==> src/rtl/rap_add_sched_pkg.sv <==
// Shared widths and index helpers for the round-robin approximate-adder scheduler.
// Optional exact-carry mode is enabled by defining RAP_EXACT_MODE_EN.
package rap_add_sched_pkg;
  localparam int RAP_W   = 16;
  localparam int RAP_WIN = 4;

  function automatic int rap_tag_w(input int n);
    return (n > 1) ? $clog2(n) : 1;
  endfunction

  // Adds an offset to a requester index and wraps it into 0..n-1.
  function automatic int rap_wrap(input int base, input int off, input int n);
    int s;
    s = base + off;
    return (s >= n) ? s - n : s;
  endfunction
endpackage

==> src/rtl/rap_add_sched_if.sv <==
// Requester-side operand and response bundle of rap_add_sched.
// req_exact exists only when RAP_EXACT_MODE_EN is defined.
interface rap_add_sched_if
  import rap_add_sched_pkg::*;
#(
  parameter int NREQ = 4,
  parameter int W    = RAP_W
);
  logic [NREQ-1:0]       req_valid;
  logic [NREQ-1:0]       req_ready;
  logic [NREQ*W-1:0]     req_a;
  logic [NREQ*W-1:0]     req_b;
`ifdef RAP_EXACT_MODE_EN
  logic [NREQ-1:0]       req_exact;
`endif
  logic [NREQ-1:0]       rsp_valid;
  logic [NREQ-1:0]       rsp_ready;
  logic [NREQ*(W+1)-1:0] rsp_sum;
  logic                  busy;

  modport master (
    output req_valid, req_a, req_b, rsp_ready,
`ifdef RAP_EXACT_MODE_EN
    output req_exact,
`endif
    input  req_ready, rsp_valid, rsp_sum, busy
  );

  modport slave (
    input  req_valid, req_a, req_b, rsp_ready,
`ifdef RAP_EXACT_MODE_EN
    input  req_exact,
`endif
    output req_ready, rsp_valid, rsp_sum, busy
  );
endinterface

==> src/rtl/rap_add_sched_core.sv <==
// Combinational 16-bit adder whose carries only look back RAP_WIN+1 bit positions.
// With RAP_EXACT_MODE_EN defined, the exact input selects a full ripple carry instead.
module rap_add_core
  import rap_add_sched_pkg::*;
(
  input  logic [RAP_W-1:0] a,
  input  logic [RAP_W-1:0] b,
`ifdef RAP_EXACT_MODE_EN
  input  logic             exact,
`endif
  output logic [RAP_W:0]   sum
);
  logic [RAP_W-1:0] p;
  logic [RAP_W-1:0] g;
  logic [RAP_W-1:0] carry_v;

  always_comb begin
    logic term;
`ifdef RAP_EXACT_MODE_EN
    logic rc;
    rc = 1'b0;
`endif
    term    = 1'b0;
    p       = a ^ b;
    g       = a & b;
    carry_v = '0;
    sum     = '0;
    // A carry into bit i+1 is only seen if generated within the last RAP_WIN+1 positions.
    for (int i = 0; i < RAP_W; i++) begin
      for (int j = 0; j <= ((i < RAP_WIN) ? i : RAP_WIN); j++) begin
        term = g[i-j];
        for (int k = i - j + 1; k <= i; k++) begin
          term = term & p[k];
        end
        carry_v[i] = carry_v[i] | term;
      end
    end
`ifdef RAP_EXACT_MODE_EN
    if (exact) begin
      for (int i = 0; i < RAP_W; i++) begin
        rc         = g[i] | (p[i] & rc);
        carry_v[i] = rc;
      end
    end
`endif
    sum[0] = p[0];
    for (int i = 1; i < RAP_W; i++) begin
      sum[i] = p[i] ^ carry_v[i-1];
    end
    sum[RAP_W] = carry_v[RAP_W-1];
  end
endmodule

==> src/rtl/rap_add_sched.sv <==
// Round-robin scheduler sharing one rap_add_core among NREQ requesters, one-entry response slots.
// Defining RAP_EXACT_MODE_EN adds a per-request exact-carry select carried with the operands.
module rap_add_sched
  import rap_add_sched_pkg::*;
#(
  parameter int NREQ = 4,
  parameter int W    = RAP_W
) (
  input  logic           clk,
  input  logic           rst_n,
  rap_add_sched_if.slave bus
);
  localparam int TAG_W = rap_tag_w(NREQ);

  logic                  iss_vld_q, iss_vld_d;
  logic [TAG_W-1:0]      iss_tag_q, iss_tag_d;
  logic [W-1:0]          iss_a_q, iss_a_d;
  logic [W-1:0]          iss_b_q, iss_b_d;
`ifdef RAP_EXACT_MODE_EN
  logic                  iss_exact_q, iss_exact_d;
`endif
  logic [TAG_W-1:0]      rr_q, rr_d;
  logic [NREQ-1:0]       rsp_vld_q, rsp_vld_d;
  logic [NREQ*(W+1)-1:0] rsp_sum_q, rsp_sum_d;

  logic [NREQ-1:0]       elig;
  logic [NREQ-1:0]       elig_rot;
  logic [NREQ-1:0]       gnt;
  logic                  gnt_vld;
  logic [TAG_W-1:0]      gnt_idx;
  logic [W:0]            core_sum;

  rap_add_core u_core (
    .a     (iss_a_q),
    .b     (iss_b_q),
`ifdef RAP_EXACT_MODE_EN
    .exact (iss_exact_q),
`endif
    .sum   (core_sum)
  );

  // Rotating the eligible mask by the pointer turns round-robin into a lowest-set-bit search.
  always_comb begin
    elig    = '0;
    gnt     = '0;
    gnt_vld = 1'b0;
    gnt_idx = '0;
    for (int i = 0; i < NREQ; i++) begin
      elig[i] = bus.req_valid[i]
              & ~(iss_vld_q & (iss_tag_q == TAG_W'(i)))
              & (~rsp_vld_q[i] | bus.rsp_ready[i]);
    end
    elig_rot = NREQ'({elig, elig} >> rr_q);
    for (int k = NREQ - 1; k >= 0; k--) begin
      if (elig_rot[k]) begin
        gnt_vld = 1'b1;
        gnt_idx = TAG_W'(rap_wrap(int'(rr_q), k, NREQ));
      end
    end
    for (int i = 0; i < NREQ; i++) begin
      gnt[i] = gnt_vld & (gnt_idx == TAG_W'(i));
    end
  end

  always_comb begin
    iss_vld_d = gnt_vld;
    iss_tag_d = iss_tag_q;
    iss_a_d   = iss_a_q;
    iss_b_d   = iss_b_q;
`ifdef RAP_EXACT_MODE_EN
    iss_exact_d = iss_exact_q;
`endif
    rr_d      = rr_q;
    if (gnt_vld) begin
      iss_tag_d = gnt_idx;
      rr_d      = (gnt_idx == TAG_W'(NREQ - 1)) ? '0 : gnt_idx + TAG_W'(1);
      iss_a_d   = '0;
      iss_b_d   = '0;
`ifdef RAP_EXACT_MODE_EN
      iss_exact_d = 1'b0;
`endif
      for (int i = 0; i < NREQ; i++) begin
        if (gnt[i]) begin
          iss_a_d = bus.req_a[i*W +: W];
          iss_b_d = bus.req_b[i*W +: W];
`ifdef RAP_EXACT_MODE_EN
          iss_exact_d = bus.req_exact[i];
`endif
        end
      end
    end
    // A result landing in a slot overrides a drain of that slot on the same edge.
    rsp_vld_d = rsp_vld_q & ~bus.rsp_ready;
    rsp_sum_d = rsp_sum_q;
    if (iss_vld_q) begin
      for (int i = 0; i < NREQ; i++) begin
        if (iss_tag_q == TAG_W'(i)) begin
          rsp_vld_d[i]                 = 1'b1;
          rsp_sum_d[i*(W+1) +: (W+1)] = core_sum;
        end
      end
    end
  end

  always_ff @(posedge clk or negedge rst_n) begin
    if (!rst_n) begin
      iss_vld_q   <= 1'b0;
      iss_tag_q   <= '0;
      iss_a_q     <= '0;
      iss_b_q     <= '0;
`ifdef RAP_EXACT_MODE_EN
      iss_exact_q <= 1'b0;
`endif
      rr_q        <= '0;
      rsp_vld_q   <= '0;
      rsp_sum_q   <= '0;
    end else begin
      iss_vld_q   <= iss_vld_d;
      iss_tag_q   <= iss_tag_d;
      iss_a_q     <= iss_a_d;
      iss_b_q     <= iss_b_d;
`ifdef RAP_EXACT_MODE_EN
      iss_exact_q <= iss_exact_d;
`endif
      rr_q        <= rr_d;
      rsp_vld_q   <= rsp_vld_d;
      rsp_sum_q   <= rsp_sum_d;
    end
  end

  assign bus.req_ready = gnt;
  assign bus.rsp_valid = rsp_vld_q;
  assign bus.rsp_sum   = rsp_sum_q;
  assign bus.busy      = iss_vld_q | (|rsp_vld_q);
endmodule

==> src/flat_wrapper.sv <==
// flat-port wrapper written by rule: the top's interface ports become plain ports
module rap_add_sched_flat import rap_add_sched_pkg::*;
#(
  parameter int NREQ = 4,
  parameter int W    = RAP_W
)
  (clk, rst_n, bus_req_valid, bus_req_a, bus_req_b, bus_rsp_ready, bus_req_ready, bus_rsp_valid, bus_rsp_sum, bus_busy);
  rap_add_sched_if #(.NREQ(NREQ), .W(W)) bus_i ();
  input  logic clk;
  input  logic rst_n;
  input wire logic [$bits(bus_i.req_valid)-1:0] bus_req_valid;
  input wire logic [$bits(bus_i.req_a)-1:0] bus_req_a;
  input wire logic [$bits(bus_i.req_b)-1:0] bus_req_b;
  input wire logic [$bits(bus_i.rsp_ready)-1:0] bus_rsp_ready;
  output wire logic [$bits(bus_i.req_ready)-1:0] bus_req_ready;
  output wire logic [$bits(bus_i.rsp_valid)-1:0] bus_rsp_valid;
  output wire logic [$bits(bus_i.rsp_sum)-1:0] bus_rsp_sum;
  output wire logic [$bits(bus_i.busy)-1:0] bus_busy;
  assign bus_i.req_valid = bus_req_valid;
  assign bus_i.req_a = bus_req_a;
  assign bus_i.req_b = bus_req_b;
  assign bus_i.rsp_ready = bus_rsp_ready;
  assign bus_req_ready = bus_i.req_ready;
  assign bus_rsp_valid = bus_i.rsp_valid;
  assign bus_rsp_sum = bus_i.rsp_sum;
  assign bus_busy = bus_i.busy;
  rap_add_sched #(.NREQ(NREQ), .W(W)) u_core (.clk(clk), .rst_n(rst_n), .bus(bus_i));
endmodule
==> config.mk <==
export PLATFORM = sky130hd
export DESIGN_NAME = rap_add_sched_flat
export DESIGN_NICKNAME = d
export VERILOG_FILES = /design/src/rtl/rap_add_sched_pkg.sv /design/src/rtl/rap_add_sched_if.sv /design/src/rtl/rap_add_sched_core.sv /design/src/rtl/rap_add_sched.sv /design/src/flat_wrapper.sv
export SDC_FILE = /design/constraint.sdc
export NUM_CORES = 1
export LEC_CHECK = 0
export BUFFER_PORTS_ARGS = -buffer_cell sky130_fd_sc_hd__clkbuf_2
export CAP_MARGIN = 30
export CORE_MARGIN = 4
export CORE_UTILIZATION = 51
export CTS_CLUSTER_DIAMETER = 150
export DETAILED_ROUTE_END_ITERATION = 8
export HOLD_SLACK_MARGIN = 0.06
export PLACE_DENSITY = 0.81
export SLEW_MARGIN = 20
export SYNTH_ARGS = -nofsm -noshare
export SYNTH_HDL_FRONTEND = slang
export SYNTH_HIERARCHICAL = 1
export SYNTH_SLANG_ARGS = --single-unit
==> constraint.sdc <==
create_clock -name clk -period 3.7 [get_ports clk]
set_input_delay 0.37 -clock clk [delete_from_list [all_inputs] [get_ports clk]]
set_output_delay 0.37 -clock clk [all_outputs]
set_load 0.1 [all_outputs]
==> results of run 1 <==
worst min-delay path by stage:
| stage | start | to | slack [ns] | cells past startpoint |
|---|---|---|---|---|
| after detailed placement | u_core/bus.rsp_sum[7] | u_core/bus.rsp_sum[7] | 0.47 | 2 |
| after global routing | bus_rsp_ready[1] | u_core/bus.rsp_valid[1] | 0.31 | 3 |
| final | bus_rsp_ready[1] | u_core/bus.rsp_valid[1] | 0.30 | 3 |
| after floorplan | rst_n | u_core/bus.rsp_sum[0] | 0.07 | 0 |
| after CTS | rst_n | u_core/bus.rsp_sum[54] | 0.19 | 1 |
| after global placement | u_core/bus.rsp_sum[3] | u_core/bus.rsp_sum[3] | 0.46 | 2 |
cell families (layout without fill, tap and decap cells):
family                     Yosys count  after routing  share of synthesized area
xor gates and xnor gates             6              6                    0.00847
DFF                                109            109                      0.440
buffers and inverters               91            286                     0.0625
AOI/OAI and AO/OA                  199            199                      0.190
muxes                               53             53                     0.0960
and+or+nand+nor                    203            203                      0.158
adders and majority gates           22             22                     0.0456
worst max-delay path: stages, from the launching register on:
cell and delay [ns]:
dfrtp_1 0.41, or3b_1 0.42, nand3_1 0.14, mux2i_1 0.08, a222oi_1 0.40, buf_4 0.21
ha_2 0.54, and2_2 0.29, buf_12 0.18
cells in the mapped netlist, drive strengths merged, types with 2 or more instances:
library cell	number
buf	15
or3b	4
nor2	40
clkbuf	34
nor2b	4
o21ai	37
xor2	4
nand3b	4
o221ai	2
xnor2	2
ha	21
o311a	2
nor3b	5
a22oi	32
a41o	2
and2	6
a21oi	104
inv	42
nand3	14
mux2	52
a21o	3
o211ai	2
nand2b	7
nand4	7
nor3	4
or4b	4
and4	5
a211oi	3
dfrtp	109
nand2	93
o21bai	2
stage by stage:
step | std cells | worst slack [ns] | util
CTS | 1022 | 0.208 | 0.642
global route | 1025 | 0.0895 | 0.646
global placement | 1007 | 0.649 | 0.620
finish | 1025 | 0.300 | 0.646
detailed placement | 1007 | 0.593 | 0.620
floorplan | 683 | 0.107 | -
flip-flops by register name, indices dropped and copies added (netlist names):
name and count:
u_core/iss_a_q 16, u_core/iss_vld_q 1, u_core/iss_b_q 16, u_core/bus.rsp_sum 68
u_core/bus.rsp_valid 4, u_core/iss_tag_q 2, u_core/rr_q 2
layer usage:
metal	up-vias	track usage	part of all wire
met2	279	0.372	0.45
met4	0	0.116	0.036
met5	-	0	0
met1	2641	0.329	0.44
li1	2770	-	-
met3	36	0.0388	0.073
layout make-up:
cell class              count  area, um2
clock buffers              10        229
clock inverters             5       36.3
fillers                  1022       4230
inverters                  42        158
multi-input cells         483       3100
flip-flops and latches    109       2730
well taps                 147        184
repair buffers            229       1300
==> flow_summary_export.csv, run 1 <==
group,metric,value,unit
finish,diodes,0,
die,initial_utilization,0.519,
timing,fmax,0.294,GHz
clock_network,h-tree-depth,3,
timing,rsz0062_at_grt,"false",
place,postPlaceCellArea,7410,um2
yosys,synth_top_flop_cell,"dfrtp_1",
flow_run,maxCapViolCount,0,
timing,holdWs,0.304,ns
clock_network,ctsHoldBuffers,0,
critical_path,crit_required,3.33,ns
yosys,synth-edff-count,0,
global_route,grt_pass1_wl,27200,um
timing,fin_crit_sh,0.919,
finish,layout_commonest_cell,"clkbuf_2",
clock_network,clock_path_buffers,2,
detailed_routing,drtAntennaViolNets,0,
detailed_routing,first_iter_violations,550,
timing,hold_violations,0,
die,dieArea,14000,um2
finish,synthToLayoutAreaGrowth,24.7,%
place,gp_congestion,0.931,
critical_path,start_kind,"flop",
finish,final_cell_mix,"209 x clkbuf_2, 109 x dfrtp_1, 104 x a21oi_1, 93 x nand2_1, 42 x inv_1",
critical_path,worstSetupEndpointType,"output pin",
clock_network,cts_root_buffer,"clkbuf_16",
timing,setup_tns,0,ns
status,status,"finished clean",
yosys,synth_top_cells_by_area,"dfrtp_1 44%, a21oi_1 8.4%, nand2_1 5.6%",
detailed_routing,via_per_inst,5.59,
critical_path,r2r_slack,0.59,ns
yosys,synth.distinct_cells,57,
detailed_routing,wl_per_cell,16.6,um
critical_path,path_max_fanout,29,
clock_network,cts.sinks,109,
clock_network,clk_pin_slew_worst_paths,0.07,ns
place,dp_hpwl,12800,um
yosys,postSynthCellCount,683,
timing,finalMaxSlewViolations,0,
timing,min_period,3.40,ns
die,ios,215,
yosys,syn_area_per_cell,9.08,um2
yosys,synth_top_area_frac,0.440,
clock_network,cts_buffers,9,
detailed_routing,drtPass1Iterations,5,
clock_network,worstSkewPairLatency,0.34,ns
finish,fin_area,7730,um2
yosys,synth-seq-cells,109,
yosys,yosysSeqAreaShare,0.440,
critical_path,arrival,3.03,ns
place,numPortBuffers,214,
yosys,synth.cell_area,6200,um2
timing,setup_viol,0,
die,die_x,118,um
yosys,ys_async_sr_fraction,1.00,
yosys,yosys_warnings,6,
detailed_routing,drc,0,
finish,fin_nets,1034,
yosys,synth_top_cell_by_area,"dfrtp_1",
die,die_h,118,um
detailed_routing,via_count,5726,
critical_path,timing.rr.end,"u_core/iss_b_q[14]",
global_route,gr-total-overflow,0,
critical_path,worst-r2r-cell-count,12,
clock_network,cts-resized-gates,0,
global_route,grt_max_degree,77,
timing,skew,0.00423,ns
global_route,grt.total_usage,0.240,
critical_path,startpoint,"u_core/iss_tag_q[1]",
yosys,synth_nets,843,
die,std_cell_rows,40,
global_route,grt_pass1_vias,5486,
timing,tightest_slew,0.794,ns
detailed_routing,routed_wl,17000,um
die,core_area,12000,um2
worst_hold_path,hp-class,"input pin to flop",
clock_network,cts_tree,"yes",
global_route,antenna_found_initial,0,
critical_path,crit_type,"flop to output pin",
clock_network,post_cts_buffers,0,
critical_path,reg2reg_from,"u_core/iss_tag_q[1]",
timing,relSlewSlack,0.469,
finish,drive_gt1_frac,0.321,
critical_path,endpoint,"bus_req_ready[3]",
Power of run 1 is not shown: default switching activity piles up to over one toggle a cycle in this logic, so the estimate is an artifact.
==> run 2, diff against run 1 <==
--- a/config.mk
+++ b/config.mk
@@ -13,6 +13,7 @@
 export DETAILED_ROUTE_END_ITERATION = 8
 export HOLD_SLACK_MARGIN = 0.06
 export PLACE_DENSITY = 0.81
+export SETUP_SLACK_MARGIN = 0.5
 export SLEW_MARGIN = 20
 export SYNTH_ARGS = -nofsm -noshare
 export SYNTH_HDL_FRONTEND = slang
==> run 2 against run 1 <==
Compared with the run above:
- non-clock buffer count increased by 6
- clock skew increased by 0.0064 ns
- count of clock-buffer cells in the layout unchanged
- die area unchanged
- cell count increased by 0.68%
- sequential cell count unchanged
- worst hold slack got worse by 0.23 ns
- maximum frequency increased by 8.4%
- cell area increased by 1.7%
==> flow_summary_export.csv, run 2 (synthesis results as in run 1) <==
group,metric,value,unit
status,status,"finished clean",
detailed_routing,drtPass1Iterations,5,
critical_path,cp.depth,9,
clock_network,cts.sinks,109,
timing,rsz0062_at_grt,"true",
finish,multi_input_area,3130,um2
critical_path,worst-r2r-cell-count,12,
finish,drive_gt1_frac,0.336,
detailed_routing,via_count,5743,
global_route,grt.total_usage,0.235,
die,core_area,12000,um2
die,die_x,118,um
clock_network,clk_pin_slew_worst_paths,0.07,ns
global_route,use_met2,0.388,
finish,largest_reg_flops,68,
die,die_h,118,um
finish,diodes,0,
critical_path,path_max_fanout,16,
critical_path,r2r_slack,0.73,ns
critical_path,slowest_delay,0.43,ns
timing,relSlewSlack,0.516,
finish,final_cell_mix,"209 x clkbuf_2, 105 x dfrtp_1, 104 x a21oi_1, 93 x nand2_1, 42 x inv_1",
global_route,grt_max_degree,74,
clock_network,cts_tree,"yes",
critical_path,crit_family,"simple AND/OR/NAND/NOR gates",
finish,fin_nets,1040,
critical_path,arrival,2.77,ns
flow_run,maxCapViolCount,0,
critical_path,crit_type,"flop to output pin",
detailed_routing,drtAntennaViolNets,0,
global_route,gr-total-overflow,0,
detailed_routing,wl_per_cell,16.6,um
timing,tightest_slew,0.727,ns
finish,synthToLayoutAreaGrowth,26.8,%
detailed_routing,first_iter_violations,552,
timing,finalMaxSlewViolations,0,
clock_network,cts_root_buffer,"clkbuf_16",
finish,n_fill_cell,981,
timing,fmax,0.319,GHz
detailed_routing,via_per_inst,5.56,
clock_network,worstSkewPairLatency,0.35,ns
clock_network,clock_path_buffers,2,
die,std_cell_rows,40,
critical_path,start_kind,"flop",
critical_path,timing.rr.end,"u_core/iss_b_q[14]",
worst_hold_path,hp-class,"input pin to asynchronous set/reset pin",
timing,hold_violations,0,
global_route,met1_usage,0.320,
detailed_routing,drc,0,
timing,fin_crit_sh,0.848,
clock_network,ctsHoldBuffers,0,
critical_path,reg2reg_from,"u_core/iss_vld_q",
global_route,grt_pass1_wl,26500,um
place,dp_hpwl,12800,um
critical_path,path_buf_inv,3,
global_route,grt_pass1_vias,5366,
timing,skew,0.0106,ns
global_route,grt_use_met3,0.0220,
place,gp_congestion,0.954,
finish,layout_commonest_cell,"clkbuf_2",
critical_path,worstSetupEndpointType,"output pin",
finish,register_area,2730,um2
global_route,top_usage_layer,"met2",
global_route,antenna_found_initial,0,
die,dieArea,14000,um2
timing,setup_viol,0,
critical_path,crit_required,3.33,ns
clock_network,cts_buffers,9,
die,ios,215,
clock_network,h-tree-depth,3,
timing,min_period,3.14,ns
critical_path,crit_chain,"or3b_1 > nand3_1 > mux2i_1 > a222oi_1 > buf_4 > inv_1 > ha_2 > and2_2 > buf_12",
detailed_routing,routed_wl,17100,um
critical_path,cp_slowest_cell,"dfrtp_1",
place,numPortBuffers,214,
die,initial_utilization,0.519,
timing,setup_tns,0,ns
==> run 2: cell count changes in the layout (fill, tap and decap cells not counted), moves of 2 or more <==
| cell | delta |
|---|---|
| bufinv_16 | +2 |
| dfrtp_2 | +4 |
| buf_4 | +7 |
| dfrtp_1 | -4 |
| clkinvlp_4 | -2 |
| ha_4 | +3 |
| and2_4 | +2 |
| ha_2 | -2 |
| and2_1 | -2 |
==> run 2: worst max-delay path by stage <==
stage / end / slack [ns] / startpoint
4_1_cts: bus_req_ready[1] / 0.47 / u_core/iss_tag_q[1]
5_1_grt: bus_req_ready[0] / 0.40 / u_core/iss_tag_q[1]
6_report: bus_req_ready[0] / 0.56 / u_core/iss_vld_q
3_5_place_dp: u_core/iss_b_q[13] / 0.26 / u_core/iss_tag_q[1]
2_1_floorplan: bus_req_ready[3] / 0.56 / u_core/bus.rsp_valid[2]
3_3_place_gp: u_core/iss_b_q[14] / 0.38 / u_core/iss_tag_q[1]
==> run 2: area by class of cell <==
cell class                      instances  area share
Clock buffer                           10      0.0291
Clock inverter                          6      0.0119
Inverter                               42      0.0200
Multi-Input combinational cell        483       0.399
Sequential cell                       109       0.347
Tap cell                              147      0.0234
Timing Repair Buffer                  235       0.169
==> run 2: layer usage <==
metal | vias to the layer above | part of all wire
met5 | - | 0
met4 | 0 | 0.029
met3 | 31 | 0.068
met2 | 270 | 0.46
met1 | 2654 | 0.44
li1 | 2788 | -
==> run 2: repair_timing <==
item	CTS	global route
resized for setup	2	2
setup buffers	2	6
pin swaps	1	1
setup endpoints to repair	36	6
==> run 2: per-stage QoR <==
step	worst slack (ns)	area (um2)	instances	utilization	hold slack (ns)
2_1_floorplan	0.564	6210	683	-	0.0744
3_3_place_gp	0.376	7430	1008	0.621	0.460
3_5_place_dp	0.263	7430	1008	0.621	0.469
4_1_cts	0.472	7780	1026	0.651	0.0942
5_1_grt	0.398	7860	1032	0.657	0.144
6_report	0.562	7860	1032	0.657	0.0755
Power of run 2 is left out for the same reason.
